**src/rtl/conv_mac_ctrl.sv**
```systemverilog
// Sequencer for the convolution MAC datapath: walks (n,k) over Z[n] = sum X[k]*Y[n-k].
// Optional abort input enabled by defining CONV_MAC_CTRL_ABORT_EN.
module conv_mac_ctrl #(
    parameter int unsigned ADDR_WIDTH = 5
) (
    input  logic                  clk,
    input  logic                  rstn,
    input  logic                  start_i,
    input  logic [ADDR_WIDTH-1:0] size_x_i,
    input  logic [ADDR_WIDTH-1:0] size_y_i,
`ifdef CONV_MAC_CTRL_ABORT_EN
    input  logic                  abort_i,
`endif
    output logic [ADDR_WIDTH-1:0] memx_addr_o,
    output logic [ADDR_WIDTH-1:0] memy_addr_o,
    output logic                  acc_clr_o,
    output logic                  acc_en_o,
    output logic [ADDR_WIDTH:0]   memz_addr_o,
    output logic                  memz_we_o,
    output logic                  busy_o,
    output logic                  done_o
);

    localparam int unsigned AW = ADDR_WIDTH;
    localparam int unsigned ZW = ADDR_WIDTH + 1;

    typedef enum logic [2:0] {
        S_IDLE  = 3'd0,
        S_CLEAR = 3'd1,
        S_MAC   = 3'd2,
        S_FLUSH = 3'd3,
        S_WRITE = 3'd4,
        S_DONE  = 3'd5
    } state_t;

    state_t        state_q, state_d;
    logic [AW-1:0] sx_q, sx_d, sy_q, sy_d;
    logic [ZW-1:0] n_q, n_d, k_q, k_d;
    logic [AW-1:0] x_q, x_d, y_q, y_d;
    logic [ZW-1:0] z_q, z_d;
    logic          clr_q, clr_d, en_q, en_d, we_q, we_d, busy_q, busy_d, done_q, done_d;

    logic [ZW-1:0] n_last, k_min, k_max, n_inc;

    // Term bounds for the current output index, in ZW bits so n+1 never wraps
    always_comb begin
        n_last = ZW'(sx_q) + ZW'(sy_q) - ZW'(2);
        n_inc  = n_q + ZW'(1);
        k_min  = (n_inc > ZW'(sy_q)) ? (n_inc - ZW'(sy_q)) : '0;
        k_max  = (n_q < ZW'(sx_q)) ? n_q : (ZW'(sx_q) - ZW'(1));
    end

    always_comb begin
        state_d = state_q;
        sx_d    = sx_q;
        sy_d    = sy_q;
        n_d     = n_q;
        k_d     = k_q;
        x_d     = x_q;
        y_d     = y_q;

        case (state_q)
            S_IDLE: begin
                if (start_i) begin
                    sx_d    = size_x_i;
                    sy_d    = size_y_i;
                    n_d     = '0;
                    k_d     = '0;
                    state_d = (size_x_i == '0 || size_y_i == '0) ? S_DONE : S_CLEAR;
                end
            end
            S_CLEAR: begin
                k_d     = k_min;
                state_d = S_MAC;
            end
            S_MAC: begin
                if (k_q == k_max) begin
                    state_d = S_FLUSH;
                end else begin
                    k_d = k_q + ZW'(1);
                end
            end
            S_FLUSH: state_d = S_WRITE;
            S_WRITE: begin
                if (n_q == n_last) begin
                    state_d = S_DONE;
                end else begin
                    n_d     = n_q + ZW'(1);
                    state_d = S_CLEAR;
                end
            end
            S_DONE:  state_d = S_IDLE;
            default: state_d = S_IDLE;
        endcase

        // The issue flag is the MAC state; acc_en follows it one stage later
        en_d = (state_q == S_MAC);

`ifdef CONV_MAC_CTRL_ABORT_EN
        if (abort_i && state_q != S_IDLE && state_q != S_DONE) begin
            state_d = S_IDLE;
            n_d     = n_q;
            k_d     = k_q;
            en_d    = 1'b0;
        end
`endif

        if (state_d == S_MAC) begin
            x_d = AW'(k_d);
            y_d = AW'(n_d - k_d);
        end

        z_d    = n_d;
        clr_d  = (state_d == S_CLEAR);
        we_d   = (state_d == S_WRITE);
        done_d = (state_d == S_DONE);
        busy_d = (state_d == S_CLEAR) || (state_d == S_MAC) ||
                 (state_d == S_FLUSH) || (state_d == S_WRITE);
    end

    always_ff @(posedge clk or negedge rstn) begin
        if (!rstn) begin
            state_q <= S_IDLE;
            sx_q    <= '0;
            sy_q    <= '0;
            n_q     <= '0;
            k_q     <= '0;
            x_q     <= '0;
            y_q     <= '0;
            z_q     <= '0;
            clr_q   <= 1'b0;
            en_q    <= 1'b0;
            we_q    <= 1'b0;
            busy_q  <= 1'b0;
            done_q  <= 1'b0;
        end else begin
            state_q <= state_d;
            sx_q    <= sx_d;
            sy_q    <= sy_d;
            n_q     <= n_d;
            k_q     <= k_d;
            x_q     <= x_d;
            y_q     <= y_d;
            z_q     <= z_d;
            clr_q   <= clr_d;
            en_q    <= en_d;
            we_q    <= we_d;
            busy_q  <= busy_d;
            done_q  <= done_d;
        end
    end

    assign memx_addr_o = x_q;
    assign memy_addr_o = y_q;
    assign memz_addr_o = z_q;
    assign acc_clr_o   = clr_q;
    assign acc_en_o    = en_q;
    assign busy_o      = busy_q;
    assign done_o      = done_q;

    // An abort arriving during WRITE must kill the write in the same cycle
`ifdef CONV_MAC_CTRL_ABORT_EN
    assign memz_we_o = we_q & ~abort_i;
`else
    assign memz_we_o = we_q;
`endif

endmodule
```
**config.mk**
```make
export PLATFORM = sky130hd
export DESIGN_NAME = conv_mac_ctrl
export DESIGN_NICKNAME = d
export VERILOG_FILES = /design/src/rtl/conv_mac_ctrl.sv
export SDC_FILE = /design/constraint.sdc
export NUM_CORES = 1
export LEC_CHECK = 0
export ABC_CLOCK_PERIOD_IN_PS = 4700
export BUFFER_PORTS_ARGS = -buffer_cell sky130_fd_sc_hd__buf_4
export CAP_MARGIN = 20
export CORE_ASPECT_RATIO = 1.4
export CORE_MARGIN = 2
export CORE_UTILIZATION = 40
export CTS_CLUSTER_DIAMETER = 40
export DETAILED_ROUTE_END_ITERATION = 8
export PLACE_DENSITY = 0.61
export SYNTH_ARGS = -nofsm -noshare
export SYNTH_HDL_FRONTEND = slang
export SYNTH_SLANG_ARGS = --single-unit
```
**constraint.sdc**
```tcl
create_clock -name clk -period 4.7 [get_ports clk]
set_clock_uncertainty 0.05 [all_clocks]
set_input_delay 0.235 -clock clk [delete_from_list [all_inputs] [get_ports clk]]
set_output_delay 0.235 -clock clk [all_outputs]
set_load 0.1 [all_outputs]
```
==> results of run 1 <==
-- synth_stat cells (3+ instances only) --
cell and instances:
o21ai_0 18, mux2i_1 5, nor3_1 3, inv_1 35
dfrtp_1 40, a21o_1 8, or4_1 3, nand3_1 11
or2_2 3, nand2_1 37, xnor2_1 19, clkbuf_1 4
a21oi_1 12, mux2_2 5, ha_1 25, o211ai_1 3
fa_1 3, xor2_1 11, nor2_1 8, nor2b_1 3
nand4_1 5
-- per-stage QoR --
stage          worst slack, ps  hold WS (ps)  instances  utilization  cell area [um2]
2_1_floorplan              141          -111        291            -             2720
3_3_place_gp               487           203        394        0.464             3050
3_5_place_dp               349           204        394        0.464             3050
4_1_cts                    331          94.9        403        0.479             3150
5_1_grt                   61.9           100        403        0.479             3150
6_report                   337          94.1        403        0.479             3150
-- final timing paths --
check	startpoint	end	slack (ps)
worst max-delay path	memz_addr_o[3]$_DFF_PN0_	memy_addr_o[4]$_DFFE_PN0N_	340
worst min-delay path	size_y_i[0]	sy_q[0]$_DFFE_PN0P_	90
worst max register to register	memz_addr_o[3]$_DFF_PN0_	memy_addr_o[4]$_DFFE_PN0N_	340
worst min register to register	memy_addr_o[3]$_DFFE_PN0N_	memy_addr_o[3]$_DFFE_PN0N_	440
max in group asynchronous	rstn	memz_addr_o[0]$_DFF_PN0_	3790
min in group asynchronous	rstn	memz_addr_o[4]$_DFF_PN0_	420
-- cell type report --
cell class                 count  share of cell area
timing repair buffer          36              0.0867
inverter                      35              0.0417
tap                           74              0.0294
multi-input combinational    210               0.494
sequential                    40               0.319
clock buffer                   8              0.0286
-- worst min-delay path, cell delays in order --
cell     delay (ps)
buf_4            80
nand2_1          40
nand2_1          50
-- flip-flops by register name, summed over array words and instances (netlist names) --
name and cells:
acc_clr_o 1, acc_en_o 1, busy_o 1, done_o 1, k_q 6, memx_addr_o 5, memy_addr_o 5, memz_addr_o 6
memz_we_o 1, state_q 3, sx_q 5, sy_q 5
-- cell families (layout without fill, tap and decap cells) --
family                     Yosys count  count (layout)  share of synthesized area
AOI/OAI and AO/OA                   62              62                      0.158
xor gates and xnor gates            30              30                     0.0969
adders and majority gates           28              28                      0.138
and+or+nand+nor                     80              80                      0.142
muxes                               10              10                     0.0392
buffers and inverters               41              79                     0.0577
DFF                                 40              40                      0.369
-- metal layers --
layer | vias up | track usage | part of all wire
met1 | 1040 | 0.236 | 0.42
met4 | 0 | 0.0839 | 0.031
met2 | 48 | 0.336 | 0.51
met5 | - | 0 | 0
li1 | 1072 | - | -
met3 | 15 | 0.0299 | 0.037
==> out/metrics.yaml, run 1 <==
synthesis:
  synth_top_area_frac: 0.369
  synthesis.area_per_instance_um2: 9.32
  synth_sequential_area_ratio: 0.369
  synthesis.instances: 291
  postSynthNetCount: 332
  synth_ff_type: "dfrtp_1"
  synthTopCellsByArea: "dfrtp_1 37%, ha_1 12%, xnor2_1 6.1%, nand2_1 5.1%, inv_1 4.8%"
  yosys_register_bits: 40
  synth-edff-count: 0
  asyncSetResetFlopFracSynth: 1.00
  synth.largest_area_cell: "dfrtp_1"
  netlist-cell-type-count: 45
  post_synth_instance_area_um2: 2710
  synth_warnings: 0
critical_path:
  cp_num_buf_inv: 1
  path_depth: 18
  critical_path.endpoint_type: "flop"
  cp_max_fo: 8
  critical_path_class: "reg -> reg"
  timing.reg2reg.worst_path_depth: 18
  category_of_cells_accounting_for_the_largest_share_of_critical_path_delay: "simple AND/OR/NAND/NOR gates"
  cp_data_arrival_time_ps: 4480
  timing.critical_path.slowest_stage_cell: "or4_4"
  timing.critical_path.cells: "ha_1 > a21o_1 > a211oi_2 > o21ai_2 > mux2i_1 > xnor2_1 > or4_4 > nor2_4 > nor2_1 > a22o_1 > or2_2 > fa_1 > inv_1 > a21o_1 > a21oi_1 > xor2_1 > xnor2_1 > o21ai_2"
  worst_ep_required_time_ps: 4820
  setup.worst_path.start_class: "flop"
  worst_path_largest_cell_delay_ps: 580
route:
  dr_total_vias: 2175
  post_drt_via_cell_ratio: 5.40
  detail_route.iter0.violations: 75
  drc_errors: 0
  detail_route.wl_per_cell_um: 16.2
  routed_wirelength_mm: 6.53
  postRouteAntennaNets: 0
  firstDrtPassIters: 4
timing:
  final-setup-viol-count: 0
  timing.final.crit_share: 0.928
  worstMarginPinSlew_ps: 634
  rsz0062_at_grt: "false"
  hold_violations: 0
  timing.slew.headroom: 0.577
  max_frequency_mhz: 229
  layout_min_cycle_time_ps: 4360
  max_transition_viols_final: 0
  totalNegativeSetupSlack_ps: 0
global_route:
  globalRouteOverflowTotal: 0
  first_global_vias: 2274
  antenna_violations_before_repair: 0
  pin_count_of_the_biggest_net_entering_global_routing: 41
  grt_total_usage: 0.194
  global_route_wire_length_before_repair_mm: 11.0
floorplan:
  num_rows: 35
  initial_utilization: 0.413
  design.die.area_um2: 7460
  core-area_um2: 6570
  die_y_um: 101
  floorplan.die.width_um: 73.6
  pin_count: 34
flow_run:
  drv.max_cap_violation_count: 0
finish:
  area.sequential_um2: 1000
  top_library_cells_by_usage_in_the_layout_fill_and_taps_aside: "37 x nand2_1, 37 x dfrtp_1, 35 x inv_1, 35 x buf_4, 25 x ha_1"
  share_of_layout_cells_above_drive_strength_1: 0.176
  footprint_of_the_multi_input_gates_um2: 1560
  fillers: 638
  area_delta_synth_final_pct: 16.1
  n_antenna_cell: 0
  nets: 369
clock_tree:
  clock_tree_from_tritoncts: "done"
  cts.htree.levels: 2
  tritoncts_num_sinks: 40
  cts_repair_resize_count: 0
  max-clock-path-buffers: 2
  cts_setup_buffers: 0
  worst_skew_pair.late_latency_ps: 290
  clk_pin_slew_ps: 80
  cts_hold_buf: 1
  cts_inserted_buffers: 5
  clock_tree.root_cell: "clkbuf_8"
min_path:
  min_delay_path_depth: 3
  hold_class: "in -> reg"
status:
  outcome: "finished clean"
placed_design:
  io_buffer_count: 33
  place_hpwl_mm: 5.17
  gp_congestion: 0.899
Power of run 1 is not shown: default switching activity piles up to over one toggle a cycle in this logic, so the estimate is an artifact.
==> run 2, diff against run 1 <==
Settings changed: RECOVER_POWER set to 50.
==> run 2 against run 1 <==
The flow now finishes with violations (max-capacitance violations, max-slew violations). Die area unchanged. First-iteration DRC count fell by 4.0%. Count of clock-buffer cells in the layout stayed put. Worst hold slack gained 2.2 ps. Sequential cell count did not move. Via count decreased by 0.78%. Non-clock buffer count stayed put. Routed wire length shrank 0.20%. Critical path depth unchanged. Global-route usage is the same. Highest routed layer unchanged.
==> out/metrics.yaml, run 2 (synthesis gave the netlist of run 1 again) <==
critical_path:
  cp_data_arrival_time_ps: 4490  # about the same
  worst_ep_required_time_ps: 4820  # about the same
  setup.worst_path.start_class: "flop"
  startpoint: "memz_addr_o[3]$_DFF_PN0_"
  cp_max_fo: 8  # unchanged
  critical_path.endpoint_type: "flop"
  critical_path_class: "reg -> reg"
  rr_startpoint: "memz_addr_o[3]$_DFF_PN0_"
  timing.critical_path.slowest_stage_cell: "or4_4"
  r2r_end: "memy_addr_o[4]$_DFFE_PN0N_"
  rrSetupSlack_ps: 330  # about the same
  timing.critical_path.cells: "ha_1 > a21o_1 > a211oi_2 > o21ai_2 > mux2i_1 > xnor2_1 > or4_4 > nor2_4 > nor2_1 > a22o_1 > or2_2 > fa_1 > inv_1 > a21o_1 > a21oi_1 > xor2_1 > xnor2_1 > o21ai_2"
  worst_path_largest_cell_delay_ps: 580  # about the same
  timing.reg2reg.worst_path_depth: 18  # unchanged
floorplan:
  pin_count: 34  # unchanged
  num_rows: 35  # unchanged
  design.die.area_um2: 7460  # unchanged
  die_y_um: 101  # unchanged
  initial_utilization: 0.413  # unchanged
  core-area_um2: 6570  # unchanged
  floorplan.die.width_um: 73.6  # unchanged
placed_design:
  gp_congestion: 0.899  # unchanged
  post_dp_cell_area_um2: 3050  # unchanged
  io_buffer_count: 33  # unchanged
  place_ws_ps: 349  # unchanged
  place_hpwl_mm: 5.17  # unchanged
clock_tree:
  cts.htree.levels: 2  # unchanged
  cts_repair_resize_count: 0  # unchanged
  worst_skew_pair.late_latency_ps: 290  # about the same
  clk_pin_slew_ps: 80  # about the same
  cts_inserted_buffers: 5  # unchanged
  clock_tree_from_tritoncts: "done"
  tritoncts_num_sinks: 40  # unchanged
  clock_tree.root_cell: "clkbuf_8"
  max-clock-path-buffers: 2  # unchanged
route:
  dr_total_vias: 2158  # -0.78%
  detail_route.iter0.violations: 72  # -4.0%
  detail_route.wl_per_cell_um: 16.2  # -0.20%
  routed_wirelength_mm: 6.52  # -0.20%
  firstDrtPassIters: 5  # +1
  postRouteAntennaNets: 0  # unchanged
  post_drt_via_cell_ratio: 5.35  # -0.78%
  drc_errors: 0  # unchanged
global_route:
  antenna_violations_before_repair: 0  # unchanged
  globalRoute.busiestLayer: "met2"
  gr-usage-met3: 0.0299  # unchanged
  global_route.usage.met1: 0.236  # unchanged
  grt_total_usage: 0.194  # unchanged
  grt.met2_usage: 0.336  # unchanged
  global_route_wire_length_before_repair_mm: 11.0  # unchanged
  first_global_vias: 2274  # unchanged
  globalRouteOverflowTotal: 0  # unchanged
  pin_count_of_the_biggest_net_entering_global_routing: 41  # unchanged
min_path:
  hold_start: "size_y_i[0]"
  min_delay_path_depth: 3  # unchanged
  whs_endpoint: "sy_q[0]$_DFFE_PN0P_"
  hold_class: "in -> reg"
timing:
  max_transition_viols_final: 41  # +41
  worstMarginPinSlew_ps: 2270  # +1640 ps
  totalNegativeSetupSlack_ps: 0  # unchanged
  layout_min_cycle_time_ps: 4370  # +5.22 ps
  hold_violations: 0  # unchanged
  max_frequency_mhz: 229  # -0.12%
  final-setup-viol-count: 0  # unchanged
  fin_ws_ps: 331  # -5.22 ps
  timing.final.crit_share: 0.929  # +0.00111
  timing.slew.headroom: -0.514  # -1.09
  rsz0062_at_grt: "false"
finish:
  final_design_area_no_fill_um2: 3110  # -1.2%
  top_library_cells_by_usage_in_the_layout_fill_and_taps_aside: "37 x nand2_1, 37 x dfrtp_1, 35 x inv_1"
  nets: 369  # unchanged
  share_of_layout_cells_above_drive_strength_1: 0.146  # -0.0304
  area_delta_synth_final_pct: 14.7
  n_antenna_cell: 0  # unchanged
  fillers: 642  # +0.63%
  util_after_layout: 0.473  # -0.00571
status:
  outcome: "finished, violations left"
  violated_checks: "max-capacitance violations, max-slew violations"
flow_run:
  drv.max_cap_violation_count: 1  # +1
-- run 2: cell types whose count changed in the layout (fill, tap and decap cells not counted), sizes merged --
cell | previous run | this run
buf | 35 | 25
clkbuf | 8 | 18
-- run 2: critical path, delay by kind of cell (launching register included) --
family          cells  cell delay [ps]
mux                 1              160
simple gates        4             1180
flops               1              480
buf+inv             1               70
fa+ha+maj           2              790
xor+xnor            3              490
compound gates      7             1010
-- run 2: cell type report --
type / instances / area (um2) / share of cell area
tap: 74 / 92.6 / 0.0298
inverter: 35 / 131 / 0.0423
clock buffer: 8 / 90.1 / 0.0290
multi-input combinational: 210 / 1560 / 0.500
timing repair buffer: 36 / 235 / 0.0757
sequential: 40 / 1000 / 0.323
-- run 2: how the worst max path moves through the flow --
stage	depth (start not counted)	end
floorplan	17	memy_addr_o[4]$_DFFE_PN0N_
global placement	18	memy_addr_o[4]$_DFFE_PN0N_
detailed placement	18	memy_addr_o[4]$_DFFE_PN0N_
CTS	18	memy_addr_o[4]$_DFFE_PN0N_
global route	19	memy_addr_o[4]$_DFFE_PN0N_
finish	18	memy_addr_o[4]$_DFFE_PN0N_
-- run 2: metal layers --
layer,share of wire,routed length (um)
met3,0.038,245
met4,0.029,191
met5,0,0
met2,0.52,3370
met1,0.42,2720
-- run 2: timing repair --
item,4_1_cts,5_1_grt
endpoints found under the hold margin,40,0
setup buffers,0,0
hold buffers,1,0
endpoints found under the setup margin,0,0
-- run 2: stage by stage --
step | hold WS [ps] | cells
after floorplan | -111 | 291
after global placement | 203 | 394
after detailed placement | 204 | 394
after CTS | 94.9 | 403
after global routing | 100 | 403
final | 96.2 | 403
Power of run 2 is left out for the same reason.
==> run 3, diff against run 2 <==
Settings changed: BUFFER_PORTS_ARGS -buffer_cell sky130_fd_sc_hd__buf_4 to -buffer_cell sky130_fd_sc_hd__buf_2.
==> run 3 against run 2 <==
The flow still finishes with violations (max-capacitance violations, max-slew violations). Non-clock buffer count is 1 lower. Critical path depth stayed put. Final cell count is 0.50% lower. Sequential share of layout area is 0.84 points higher. Core utilization is 1.2 points lower. Die area stayed put. Global-route usage is 0.88 points lower.
==> out/metrics.yaml, run 3 (synthesis gave the netlist of run 1 again) <==
route:
  detail_route.iter0.violations: 91  # +26%
  routed_wirelength_mm: 6.40  # -1.8%
  firstDrtPassIters: 4  # -1
  detail_route.wl_per_cell_um: 16.0  # -1.3%
  dr_total_vias: 2172  # +0.65%
  drc_errors: 0  # unchanged
  postRouteAntennaNets: 0  # unchanged
  post_drt_via_cell_ratio: 5.42  # +1.2%
timing:
  hold_violations: 0  # unchanged
  worstMarginPinSlew_ps: 2250  # -16.3 ps
  layout_min_cycle_time_ps: 4350  # -20.8 ps
  max_frequency_mhz: 230  # +0.48%
  max_transition_viols_final: 41  # unchanged
  final-setup-viol-count: 0  # unchanged
  timing.slew.headroom: -0.503  # +0.0109
  totalNegativeSetupSlack_ps: 0  # unchanged
  rsz0062_at_grt: "false"
  timing.final.crit_share: 0.925  # -0.00442
global_route:
  global_route_wire_length_before_repair_mm: 10.6  # -3.5%
  antenna_violations_before_repair: 0  # unchanged
  pin_count_of_the_biggest_net_entering_global_routing: 41  # unchanged
  grt_total_usage: 0.185  # -0.00884
  first_global_vias: 2106  # -7.4%
  globalRouteOverflowTotal: 0  # unchanged
clock_tree:
  cts.htree.levels: 2  # unchanged
  clk_pin_slew_ps: 80  # about the same
  cts_hold_buf: 0  # -1
  cts_inserted_buffers: 5  # unchanged
  tritoncts_num_sinks: 40  # unchanged
  cts_repair_resize_count: 0  # unchanged
  cts_setup_buffers: 0  # unchanged
  worst_skew_pair.late_latency_ps: 290  # about the same
  clock_tree.root_cell: "clkbuf_8"
  max-clock-path-buffers: 2  # unchanged
  clock_tree_from_tritoncts: "done"
status:
  violated_checks: "max-capacitance violations, max-slew violations"
  outcome: "finished, violations left"
placed_design:
  placed_cells: 394  # unchanged
  gp_congestion: 0.906  # +0.70%
  io_buffer_count: 33  # unchanged
  place_hpwl_mm: 5.01  # -3.0%
  post_dp_cell_area_um2: 2960  # -2.7%
critical_path:
  rr_startpoint: "memz_addr_o[3]$_DFF_PN0_"
  worst_ep_required_time_ps: 4810  # about the same
  startpoint: "memz_addr_o[3]$_DFF_PN0_"
  worst_path_largest_cell_delay_ps: 580  # about the same
  cp_data_arrival_time_ps: 4460  # -30 ps
  timing.critical_path.cells: "ha_1 > a21o_1 > a211oi_2 > o21ai_2 > mux2i_1 > xnor2_1 > or4_4 > nor2_4 > nor2_1 > a22o_1 > or2_2 > fa_1 > inv_1 > a21o_1 > a21oi_1 > xor2_1 > xnor2_1 > o21ai_2"
  timing.critical_path.slowest_stage_cell: "or4_4"
  critical_path_class: "reg -> reg"
  cp_max_fo: 8  # unchanged
  setup.worst_path.start_class: "flop"
  critical_path.endpoint_type: "flop"
floorplan:
  initial_utilization: 0.413  # unchanged
  num_rows: 35  # unchanged
  floorplan.die.width_um: 73.6  # unchanged
  design.die.area_um2: 7460  # unchanged
  pin_count: 34  # unchanged
  die_y_um: 101  # unchanged
  core-area_um2: 6570  # unchanged
finish:
  nets: 368  # -0.27%
  final_design_area_no_fill_um2: 3030  # -2.5%
  top_library_cells_by_usage_in_the_layout_fill_and_taps_aside: "37 x nand2_1, 37 x dfrtp_1, 35 x inv_1"
  n_antenna_cell: 0  # unchanged
  instances_no_fill: 401  # -0.50%
  area.sequential_um2: 1000  # unchanged
  share_of_layout_cells_above_drive_strength_1: 0.150  # +0.00395
  footprint_of_the_multi_input_gates_um2: 1560  # unchanged
  fillers: 658  # +2.5%
  area_delta_synth_final_pct: 11.8
min_path:
  hold_start: "size_y_i[0]"
  hold_class: "in -> reg"
flow_run:
  drv.max_cap_violation_count: 1  # unchanged
[run 3: cell count changes in the layout (fill, tap and decap cells not counted), sizes merged]
cell | previous run | this run
buf | 25 | 27
clkbuf | 18 | 15
dlygate4sd3 | 1 | 0
[run 3: path summary, 6_finish.rpt]
| kind | to | depth (start not counted) | slack [ps] |
|---|---|---|---|
| hold reg to reg | memy_addr_o[4]$_DFFE_PN0N_ | 2 | 430 |
| setup reg to reg | memy_addr_o[4]$_DFFE_PN0N_ | 18 | 350 |
| max in group asynchronous | memz_addr_o[1]$_DFF_PN0_ | 1 | 2590 |
| setup / recovery | memy_addr_o[4]$_DFFE_PN0N_ | 18 | 350 |
| min in group asynchronous | memy_addr_o[0]$_DFFE_PN0N_ | 1 | 560 |
| hold / removal | sy_q[0]$_DFFE_PN0P_ | 3 | 100 |
[run 3: layer usage]
metal  wire length [um]  vias to the layer above  GRT usage  part of all wire
met2               3380                       38      0.329              0.53
li1                   -                     1062          -                 -
met1               2770                     1064      0.230              0.43
met3                152                        8     0.0239             0.024
met4                 99                        0     0.0587             0.015
met5                  0                        -          0                 0
[run 3: critical path, delay by kind of cell (launching register included)]
family | cells | cell delay, ps
AOI/OAI and AO/OA | 7 | 1020
xor gates and xnor gates | 3 | 480
adders and majority gates | 2 | 800
buffers and inverters | 1 | 70
DFF | 1 | 480
muxes | 1 | 160
and+or+nand+nor | 4 | 1170
[run 3: final cells by class]
cell class	count	area share
tap	74	0.0306
clock buffer	7	0.0252
sequential	40	0.332
multi-input combinational	210	0.513
inverter	35	0.0434
timing repair buffer	35	0.0562
[run 3: through the flow]
stage | util | setup WS [ps] | hold WS, ps
2_1_floorplan | - | 141 | -111
3_3_place_gp | 0.451 | 495 | 378
3_5_place_dp | 0.451 | 388 | 385
4_1_cts | 0.463 | 356 | 69.0
5_1_grt | 0.461 | 69.0 | 101
6_report | 0.461 | 352 | 98.4
Power of run 3 is left out for the same reason.
